--- src/rtl/dbg_seg_display.sv ---
// Debug 7-segment display: shows PC, instr or a GPR (auto-scan/manual) as 8 hex digits; `DBG_SEG_DISPLAY_BLANK_EN enables leading-zero blanking.
// Latency: a source change appears at the next frame boundary (at most 8*REFRESH_DIV+1 cycles).
// Backpressure: none; the display free-runs and the core's register port is sampled every cycle.
module dbg_seg_display #(
  parameter int REFRESH_DIV = 50000,
  parameter int SCAN_DIV    = 50000000
) (
  input  logic        clk,
  input  logic        rst,
  input  logic [1:0]  mode,
  input  logic [4:0]  sw_reg,
  input  logic [31:0] PC,
  input  logic [31:0] instr,
  input  logic [31:0] reg_data,
  output logic [4:0]  reg_sel,
  output logic [4:0]  led,
  output logic [7:0]  an,
  output logic [7:0]  seg
);

  localparam int DW = (REFRESH_DIV > 2) ? $clog2(REFRESH_DIV) : 1;
  localparam int SW = (SCAN_DIV > 2) ? $clog2(SCAN_DIV) : 1;
  localparam logic [DW-1:0] DCNT_MAX = DW'(REFRESH_DIV - 1);
  localparam logic [SW-1:0] SCNT_MAX = SW'(SCAN_DIV - 1);

  logic [DW-1:0] dcnt;
  logic [2:0]    digit;
  logic [SW-1:0] scnt;
  logic [31:0]   shadow;
  logic [31:0]   rdata;
  logic [1:0]    mode_q;
  logic          mode_q_vld;

  logic dwrap;
  logic frame;
  logic swrap;
  logic mode_chg;

  assign dwrap    = (dcnt == DCNT_MAX);
  assign frame    = dwrap && (digit == 3'd7);
  assign swrap    = (scnt == SCNT_MAX);
  // No previous mode exists on the first cycle out of reset, so it cannot count as a change.
  assign mode_chg = mode_q_vld && (mode != mode_q);

  always_ff @(posedge clk or negedge rst) begin
    if (!rst) begin
      dcnt       <= '0;
      digit      <= 3'd0;
      scnt       <= '0;
      shadow     <= 32'd0;
      rdata      <= 32'd0;
      reg_sel    <= 5'd0;
      mode_q     <= 2'b00;
      mode_q_vld <= 1'b0;
    end else begin
      rdata      <= reg_data;
      mode_q     <= mode;
      mode_q_vld <= 1'b1;

      if (dwrap) begin
        dcnt  <= '0;
        digit <= digit + 3'd1;
      end else begin
        dcnt  <= dcnt + 1'b1;
      end

      if (frame) begin
        if (mode[1])      shadow <= rdata;
        else if (mode[0]) shadow <= instr;
        else              shadow <= PC;
      end

      if (mode_chg || (mode != 2'b10) || swrap) scnt <= '0;
      else                                      scnt <= scnt + 1'b1;

      case (mode)
        2'b10: if (!mode_chg && swrap) reg_sel <= reg_sel + 5'd1;
        2'b11: reg_sel <= sw_reg;
        default: ;
      endcase
    end
  end

  function automatic logic [7:0] glyph(input logic [3:0] n);
    case (n)
      4'h0: glyph = 8'hC0;
      4'h1: glyph = 8'hF9;
      4'h2: glyph = 8'hA4;
      4'h3: glyph = 8'hB0;
      4'h4: glyph = 8'h99;
      4'h5: glyph = 8'h92;
      4'h6: glyph = 8'h82;
      4'h7: glyph = 8'hF8;
      4'h8: glyph = 8'h80;
      4'h9: glyph = 8'h90;
      4'hA: glyph = 8'h88;
      4'hB: glyph = 8'h83;
      4'hC: glyph = 8'hC6;
      4'hD: glyph = 8'hA1;
      4'hE: glyph = 8'h86;
      default: glyph = 8'h8E;
    endcase
  endfunction

  logic [31:0] upper;
  logic        blank;

  always_comb begin
    upper = shadow >> {digit, 2'b00};
`ifdef DBG_SEG_DISPLAY_BLANK_EN
    blank = (digit != 3'd0) && (upper == 32'd0);
`else
    blank = 1'b0;
`endif
    an  = ~(8'b1 << digit);
    seg = blank ? 8'hFF : glyph(upper[3:0]);
  end

  assign led = reg_sel;

endmodule

--- config.mk ---
export PLATFORM = sky130hd
export DESIGN_NAME = dbg_seg_display
export DESIGN_NICKNAME = d
export VERILOG_FILES = /design/src/rtl/dbg_seg_display.sv
export SDC_FILE = /design/constraint.sdc
export NUM_CORES = 1
export LEC_CHECK = 0
export ABC_CLOCK_PERIOD_IN_PS = 4400
export BUFFER_PORTS_ARGS = -buffer_cell sky130_fd_sc_hd__clkbuf_2
export CORE_ASPECT_RATIO = 0.5
export CORE_MARGIN = 2
export CORE_UTILIZATION = 58
export CTS_CLUSTER_SIZE = 12
export DETAILED_ROUTE_END_ITERATION = 7
export PLACE_DENSITY = 0.9
export SLEW_MARGIN = 5
export SYNTH_ARGS = -nofsm -noshare
export SYNTH_HDL_FRONTEND = slang
export SYNTH_SLANG_ARGS = --single-unit
--- constraint.sdc ---
create_clock -name clk -period 4.4 [get_ports clk]
set_input_delay 0.22 -clock clk [delete_from_list [all_inputs] [get_ports clk]]
set_output_delay 0.22 -clock clk [all_outputs]
set_load 0.01 [all_outputs]
==> flow_summary.ini, run 1 <==
[logic_synthesis]
async_flop_share = 1.00
syn_area_mm2 = 0.00575
synth_edf_count = 0
yosysWarnings = 0
synth_seq_cells = 117
synth_seq_area_share = 0.509
synth_cell_type_count = 47
postSynthCellCount = 565
avgSynthCellArea_um2 = 10.2
ys.flop_type = dfrtp_1

[worst_setup_path]
r2r_cells = 5
critPathMaxFanout = 11
reg2reg_to = shadow[23]
critPathCapture = seg[3]
arrival_ns = 3.13
r2r-start = dcnt[4]
critPathLaunchType = flip-flop
critical_path_class = flip-flop to primary output
required_ns = 4.18
cp-end-kind = primary output
cp-startpoint = digit[0]
r2r_setup_slack_ns = 1.61

[route]
routed_wl_um = 16200
avgRoutedWirePerCell_um = 18.8
dr.pass1.iters = 5
drt-initial-drc-count = 568
vias_per_cell = 5.78
ant_nets = 0
drc = 0
via_count = 5002

[power_and_ir_drop]
pwr_density_cell_mw_per_mm2 = 354
ir_drop_mv = 0.322
p_leak_nw = 3.41

[place]
place_congestion = 0.834
port_buffers = 129
place_area_mm2 = 0.00644
hpwlAfterDp_um = 8690

[min_path]
hp-class = primary input to asynchronous set/reset pin

[die]
start_util = 0.603
fp.dieH_um = 74.4
die_area_mm2 = 0.0108
die_x_um = 145
core-area_mm2 = 0.00954
io_pins = 131
rows = 25

[timing]
rsz0062_at_grt = no
hold_violations = 12
setup-violations-final = 0
layout_worst_path_cycle_share = 0.761
finalCriticalPeriod_ns = 3.35
slew_viol_final = 0
tns_ns = 0
fin_skew_ns = 0.0105
whs_ns = -0.0223
tightest_slew_ns = 1.23
clock.fmax_mhz = 299
relSlewSlack = 0.180

[run_status]
status = finished, violations left
violations = hold timing

[global_routing]
grt_pass1_vias = 5110
grt_start_max_net_pins = 86
grt_pass1_wl_um = 25600
grt-ovfl-total = 0
track_usage = 0.321
antenna_found_initial = 2

[layout]
nets = 838
design_area_mm2 = 0.00728
area_growth_pct = 26.7
fin_util = 0.763
drive_above_1_share = 0.246

[clock_tree]
postCtsSetupRepairBufs = 0
cts-htree-levels = 4
cts_buffer_depth = 2
numCtsBuffers = 17
clk_latency_ns = 0.42
root_buffer = clkbuf_16
path_clk_slew_ns = 0.05
cts_tree = yes
cts.sinks = 117
postCtsResizedCells = 0
hold_buffers = 32

[job]
drv_cap = 0
==> power breakdown <==
group	switching, mW	internal (mW)
clock network	0.480	0.767
logic	0.116	0.0955
registers	0.0164	1.10
total	0.612	1.96
==> area by class of cell <==
cell class / instances / area (um^2)
sequential: 117 / 2930
multi-input combinational: 400 / 2610
fill: 516 / 2260
timing repair buffer: 164 / 991
clock buffer: 25 / 495
tap: 135 / 169
inverter: 18 / 67.6
clock inverter: 5 / 25.0
antenna: 1 / 2.50
==> Yosys cell counts (2+ instances only) <==
| master | n | share of area |
|---|---|---|
| or4_1 | 2 | 0.0026 |
| buf_4 | 8 | 0.010 |
| nand2_1 | 59 | 0.039 |
| and3_1 | 2 | 0.0022 |
| or2_2 | 2 | 0.0022 |
| and4_1 | 2 | 0.0030 |
| inv_1 | 17 | 0.011 |
| mux4_2 | 8 | 0.031 |
| a22o_1 | 3 | 0.0046 |
| o31ai_1 | 2 | 0.0026 |
| nor3_1 | 6 | 0.0052 |
| or4bb_1 | 2 | 0.0039 |
| nand4_1 | 9 | 0.0098 |
| nor2_1 | 83 | 0.054 |
| xnor2_1 | 29 | 0.044 |
| nand3_1 | 15 | 0.013 |
| buf_1 | 2 | 0.0013 |
| nor4bb_1 | 2 | 0.0035 |
| nor2b_1 | 2 | 0.0022 |
| nor4_4 | 2 | 0.0074 |
| xor2_1 | 11 | 0.017 |
| o21ai_0 | 20 | 0.017 |
| and2_1 | 4 | 0.0044 |
| ha_1 | 15 | 0.033 |
| o21ai_1 | 18 | 0.016 |
| mux2i_1 | 41 | 0.071 |
| dfrtp_1 | 117 | 0.51 |
| a21oi_1 | 38 | 0.033 |
| buf_2 | 5 | 0.0044 |
| nor4_1 | 7 | 0.0076 |
| clkbuf_1 | 16 | 0.010 |
==> worst min path at each step <==
stage / to / cells past startpoint / startpoint / slack (ns)
finish: scnt[14] / 1 / rst / -0.02
CTS: scnt[14] / 1 / rst / 0.03
detailed placement: rdata[7] / 1 / reg_data[7] / 0.33
global placement: rdata[10] / 1 / reg_data[10] / 0.33
floorplan: dcnt[0] / 0 / rst / -0.08
global route: led[3] / 3 / sw_reg[3] / 0.07
==> critical path: stages (launching register included) <==
cell and delay, ns:
dfrtp_1 0.72, mux4_2 0.62, mux2i_1 0.44, inv_1 0.14, ha_1 0.24, inv_1 0.07
nor2_1 0.06, nand3b_1 0.20, o21a_1 0.11, clkbuf_2 0.12
==> logic make-up (layout without fill, tap and decap cells) <==
group           count (synthesis)  count (layout)  share of synthesized area
compound gates                 87              87                     0.0816
other cells                     1               3                   0.000652
flops                         117             117                      0.509
simple gates                  206             206                      0.172
buf+inv                        49             212                     0.0383
fa+ha+maj                      15              15                     0.0326
mux                            50              50                      0.105
xor+xnor                       40              40                     0.0609
==> cells in the final DEF (no fill, tap or decap), types with 18 or more instances in the layout <==
cell type	Yosys	routed
nand2_1	59	59
dfrtp_1	117	117
mux2i_1	41	41
a21oi_1	38	38
o21ai_0	20	20
clkbuf_2	0	128
xnor2_1	29	29
o21ai_1	18	18
nor2_1	83	83
dlygate4sd3_1	0	32
==> flip-flops by register name, indices dropped and copies added (netlist names) <==
signal and flops:
led 5, mode_q_vld 1, scnt 26, digit 3, mode_q 2, dcnt 16
rdata 32, shadow 32
==> stage by stage <==
step	cells	worst slack, ns	hold slack [ns]	power (mW)
after floorplan	566	2.00	-0.0756	1.22
after global placement	802	1.65	0.329	1.30
final	865	1.05	-0.0223	2.57
after detailed placement	802	1.52	0.330	1.30
after global routing	865	0.837	0.0709	2.64
after CTS	864	1.03	0.0266	2.56
==> per-layer routing <==
metal | part of all wire | wire length [um] | up-vias | global-route usage
li1 | - | - | 2237 | -
met1 | 0.38 | 6220 | 2423 | 0.371
met2 | 0.50 | 8040 | 269 | 0.541
met3 | 0.074 | 1190 | 73 | 0.0947
met4 | 0.047 | 764 | 0 | 0.200
met5 | 0 | 0 | - | 0
(Power assumes the default switching activity.)
==> inputs of run 2 (changes only) <==
- ABC_AREA: unset -> 1
- ABC_CLOCK_PERIOD_IN_PS: 4400 -> 2900
- CORE_UTILIZATION: 58 -> 51
- PLACE_DENSITY: 0.9 -> 0.83
- clock period: 4.4 -> 2.9 ns (I/O delays scaled with it)
==> run 2 against run 1 <==
Against the previous run: non-clock buffer count is 2 higher; die area grew 31%; utilization is 11 points lower; via count is 21% higher; the run now ends clean; highest routed layer unchanged; register-to-register slack worse by 0.61 ns; design area increased by 14%.
==> flow_summary.ini, run 2 <==
[power_and_ir_drop]
ir_drop_mv = 0.338
finalPower_mw = 4.23
pwr_density_cell_mw_per_mm2 = 509
p_leak_nw = 4.26

[route]
routed_wl_um = 16400
dr.pass1.iters = 5
vias_per_cell = 5.13
avgRoutedWirePerCell_um = 13.9
drc = 0
drt-initial-drc-count = 403
via_count = 6054
ant_nets = 0

[timing]
hold_violations = 0
finalCriticalPeriod_ns = 2.45
tightest_slew_ns = 0.824
setup_ws_ns = 0.446
layout_worst_path_cycle_share = 0.846
whs_ns = 0.0326
tns_ns = 0
rsz0062_at_grt = no
clock.fmax_mhz = 407
fin_skew_ns = 0.0120
relSlewSlack = 0.451
slew_viol_final = 0
setup-violations-final = 0

[place]
port_buffers = 129
place_congestion = 0.933
pre_cts_slack_ns = 0.919
place_area_mm2 = 0.00738
hpwlAfterDp_um = 11000

[logic_synthesis]
syn_area_mm2 = 0.00668
async_flop_share = 1.00
synth_top_area_cell = dfrtp_1
synth.most_common_cell = nand2_1
synth_top_cells_by_count = nand2_1, dfrtp_1, inv_1
postSynthCellCount = 842
synth_edf_count = 0
yosys.area.top_type_share = 0.438
synth_seq_area_share = 0.438
synth_cell_type_count = 37
synth_area_leaders = dfrtp_1, nand2_1, inv_1
ys.flop_type = dfrtp_1
synth_seq_cells = 117
avgSynthCellArea_um2 = 7.94
yosysWarnings = 0

[layout]
final_common_cell = nand2_1
final_cell_mix = nand2_1, clkbuf_2, dfrtp_1
design_area_mm2 = 0.00832
area_growth_pct = 24.5
nets = 1118
num_antenna_cells = 0
drive_above_1_share = 0.242
n_fill_cell = 1024
largest_registers = rdata: 32 flops, shadow: 32 flops, scnt: 26 flops

[global_routing]
grt_pass1_wl_um = 27600
grt_pass1_vias = 5921
grt_start_max_net_pins = 67
grt-ovfl-total = 0
track_usage = 0.243
antenna_found_initial = 0

[die]
rows = 29
io_pins = 131
start_util = 0.525
fp.dieH_um = 84.9
die_area_mm2 = 0.0141
core-area_mm2 = 0.0127
die_x_um = 166

[worst_setup_path]
critPathMaxFanout = 13
arrival_ns = 2.31
required_ns = 2.76
critical_path_class = flip-flop to primary output
critPathLaunchType = flip-flop
cp-end-kind = primary output
r2r_cells = 10

[run_status]
status = complete, no violations

[clock_tree]
cts-htree-levels = 4
path_clk_slew_ns = 0.06
clk_latency_ns = 0.42
cts.sinks = 117
root_buffer = clkbuf_16
cts_buffer_depth = 2
numCtsBuffers = 17
cts_tree = yes

[min_path]
hold_depth = 5
hp-class = primary input to flip-flop

[job]
drv_cap = 0
## run 2: kinds of logic (layout without fill, tap and decap cells)
kind of cell / Yosys count / after routing / synth area share
AND/OR/NAND/NOR: 436 / 436 / 0.289
buffers and inverters: 141 / 309 / 0.0948
flip-flops: 117 / 117 / 0.438
AO/OA/AOI/OAI: 85 / 85 / 0.0820
multiplexers: 32 / 32 / 0.0479
adder cells (fa/ha/maj): 15 / 15 / 0.0281
XOR/XNOR: 15 / 15 / 0.0197
other: 1 / 2 / 0.000561
## run 2: area by class of cell
| class | instances | area (um^2) | share of cell area |
|---|---|---|---|
| clock buffer | 20 | 457 | 0.0549 |
| clock inverter | 12 | 153 | 0.0184 |
| inverter | 111 | 422 | 0.0507 |
| multi-input combinational | 585 | 3120 | 0.376 |
| sequential | 117 | 2930 | 0.352 |
| tap | 170 | 213 | 0.0256 |
| timing repair buffer | 166 | 1020 | 0.123 |
## run 2: through the flow
step / instances / util
finish: 1181 / 0.653
global route: 1181 / 0.653
CTS: 1181 / 0.653
detailed placement: 1116 / 0.579
global placement: 1116 / 0.579
floorplan: 843 / -
## run 2: worst max-delay path, stage by stage (launching register included)
cell and delay [ns]:
dfrtp_1 0.53, inv_2 0.19, nand3_1 0.12, nand3_1 0.08, nand2_1 0.21, inv_1 0.11, ha_1 0.23, nand3_1 0.13
nand2_1 0.07, nand2_1 0.05, nand2_1 0.05, clkbuf_2 0.12
## run 2: final timing paths
path | startpoint | endpoint | slack [ns]
worst max-delay path | digit[1] | seg[3] | 0.45
worst min-delay path | sw_reg[1] | led[1] | 0.03
worst max register to register | dcnt[0] | shadow[24] | 1.00
worst min register to register | dcnt[0] | dcnt[0] | 0.46
max in group asynchronous | rst | shadow[24] | 1.75
min in group asynchronous | rst | scnt[11] | 0.37
## run 2: timing repair
| action | 4_1_cts | 5_1_grt |
|---|---|---|
| setup buffers | 0 | 0 |
| endpoints found under the setup margin | 0 | 0 |
| hold buffers | 33 | 0 |
| endpoints found under the hold margin | 97 | 0 |
| gates resized for setup | 0 | 0 |
## run 2: routing by layer
metal | routed length, um | global-route usage
met5 | 0 | 0
met4 | 238 | 0.0775
met3 | 829 | 0.0630
met2 | 8360 | 0.424
met1 | 6950 | 0.301
## run 2: power breakdown
part / leakage, nW / internal [mW] / switching [mW]
clock: 0.300 / 1.40 / 0.761
combinational: 2.60 / 0.168 / 0.197
sequential: 1.37 / 1.68 / 0.0353
total: 4.26 / 3.24 / 0.993
==> inputs of run 3 (changes only) <==
- ABC_CLOCK_PERIOD_IN_PS: 2900 -> 2000
- clock period: 2.9 -> 2 ns (I/O delays scaled with it)
==> run 3 against run 2 <==
Against the previous run: the flow now finishes with violations (setup timing); sequential share of layout area shrank 1.9 points; clock power grew 35%; cell count up 2.1%; first-iteration DRC count increased by 11%; clock skew decreased by 0.0047 ns; hold slack lost 0.011 ns; count of clock-buffer cells in the layout is the same; critical path type unchanged; die area stayed put; utilization rose by 3.9 points; largest power group unchanged; combinational power up 49%.
==> flow_summary.ini, run 3 (synthesis results as in run 2) <==
[run_status]
status = finished, violations left
violations = setup timing

[clock_tree]
cts_tree = yes
numCtsBuffers = 17
cts.sinks = 117
root_buffer = clkbuf_16
cts-htree-levels = 4
path_clk_slew_ns = 0.05
clk_latency_ns = 0.41
cts_buffer_depth = 2

[route]
avgRoutedWirePerCell_um = 15.0
drc = 0
vias_per_cell = 5.17
via_count = 6238
dr.pass1.iters = 4
ant_nets = 0
routed_wl_um = 18100
drt-initial-drc-count = 446

[timing]
layout_worst_path_cycle_share = 1.09
relSlewSlack = 0.592
clock.fmax_mhz = 461
rsz0062_at_grt = yes
setup-violations-final = 7
tightest_slew_ns = 0.612
finalCriticalPeriod_ns = 2.17
fin_skew_ns = 0.00735
slew_viol_final = 0
setup_ws_ns = -0.171
hold_violations = 0

[worst_setup_path]
critical_path_class = flip-flop to primary output
r2r_cells = 8
critPathMaxFanout = 7
required_ns = 1.90
cp-end-kind = primary output
r2r_setup_slack_ns = 0.09
arrival_ns = 2.07
critPathLaunchType = flip-flop

[power_and_ir_drop]
pwr_density_cell_mw_per_mm2 = 675
ir_drop_mv = 0.444
p_leak_nw = 4.45

[place]
place_congestion = 0.949
port_buffers = 129
hpwlAfterDp_um = 11500
dp_cells = 1126

[die]
start_util = 0.525
fp.dieH_um = 84.9
die_area_mm2 = 0.0141
core-area_mm2 = 0.0127
io_pins = 131
die_x_um = 166
rows = 29

[layout]
n_fill_cell = 909
fin_util = 0.692
final_common_cell = nand2_1
nets = 1144
area_growth_pct = 31.9
drive_above_1_share = 0.306
final_cell_mix = nand2_1, clkbuf_2, dfrtp_1
largest_registers = rdata: 32 flops, shadow: 32 flops, scnt: 26 flops
stdcell_count = 1206
num_antenna_cells = 0

[min_path]
hold_depth = 5
hp-class = primary input to flip-flop

[global_routing]
grt-ovfl-total = 0
grt_pass1_vias = 6354
track_usage = 0.261
grt_most_used_layer = met2
met3_usage = 0.0583
grt_start_max_net_pins = 57
grt_pass1_wl_um = 29400
grt_use_met1 = 0.312
antenna_found_initial = 0
met2_usage = 0.464

[job]
drv_cap = 0
[run 3: changes by cell type in the layout (fill, tap and decap cells not counted), sizes merged]
cell,delta
dlygate4sd3,+3
bufinv,-1
clkbuf,-4
buf,+24
clkinvlp,-1
clkinv,+2
nand2,+2
[run 3: report_power, final]
part | total (mW) | switching [mW] | internal, mW
registers | 2.48 | 0.0523 | 2.43
logic | 0.545 | 0.289 | 0.256
clock network | 2.92 | 1.05 | 1.87
total | 5.95 | 1.39 | 4.56
[run 3: what timing repair did]
| item | CTS | global route |
|---|---|---|
| hold buffers | 36 | 0 |
| buffers inserted | 7 | 2 |
| endpoints found under the setup margin | 7 | 17 |
| resized for setup | 50 | 26 |
| cloned | 4 | 0 |
| pin swaps | 27 | 17 |
| endpoints found under the hold margin | 77 | 0 |
[run 3: area by class of cell]
cell class	count	area (um^2)	share of cell area
Sequential cell	117	2930	0.333
Timing Repair Buffer	189	1270	0.144
Timing Repair inverter	1	3.75	0.000426
Tap cell	170	213	0.0241
Clock inverter	11	109	0.0124
Clock buffer	20	457	0.0518
Inverter	111	434	0.0493
Multi-Input combinational cell	587	3400	0.386
[run 3: critical path: stages, from the launching register on]
cell and delay, ns:
dfrtp_2 0.48, buf_4 0.18, buf_16 0.13, nor2_2 0.11
nor2_1 0.07, o21ai_2 0.09, nand3_2 0.15, nand2_4 0.14
nand3b_1 0.09, nand2_1 0.09, clkbuf_2 0.13
[run 3: routing by layer]
metal	part of all wire	vias up	routed length (um)
li1	-	3011	-
met1	0.42	2960	7520
met2	0.51	215	9260
met3	0.047	52	857
met4	0.024	0	439
met5	0	-	0
[run 3: worst paths after layout]
kind / end / from
max: seg[1] / digit[0]
min: led[0] / sw_reg[0]
max reg2reg: shadow[19] / digit[0]
min reg2reg: dcnt[0] / dcnt[0]
max in group asynchronous: scnt[10] / rst
min in group asynchronous: rdata[12] / rst
[run 3: stage by stage]
step	total power, mW	setup TNS [ns]	setup slack, ns	hold slack (ns)	area, um^2
2_1_floorplan	2.77	0	0.201	-0.196	6690
3_3_place_gp	2.99	0	0.144	0.131	7490
3_5_place_dp	3.00	0	0.0608	0.140	7490
4_1_cts	5.95	-0.795	-0.124	0.0201	8720
5_1_grt	6.16	-1.84	-0.324	0.0215	8810
6_report	5.95	-1.13	-0.171	0.0212	8810
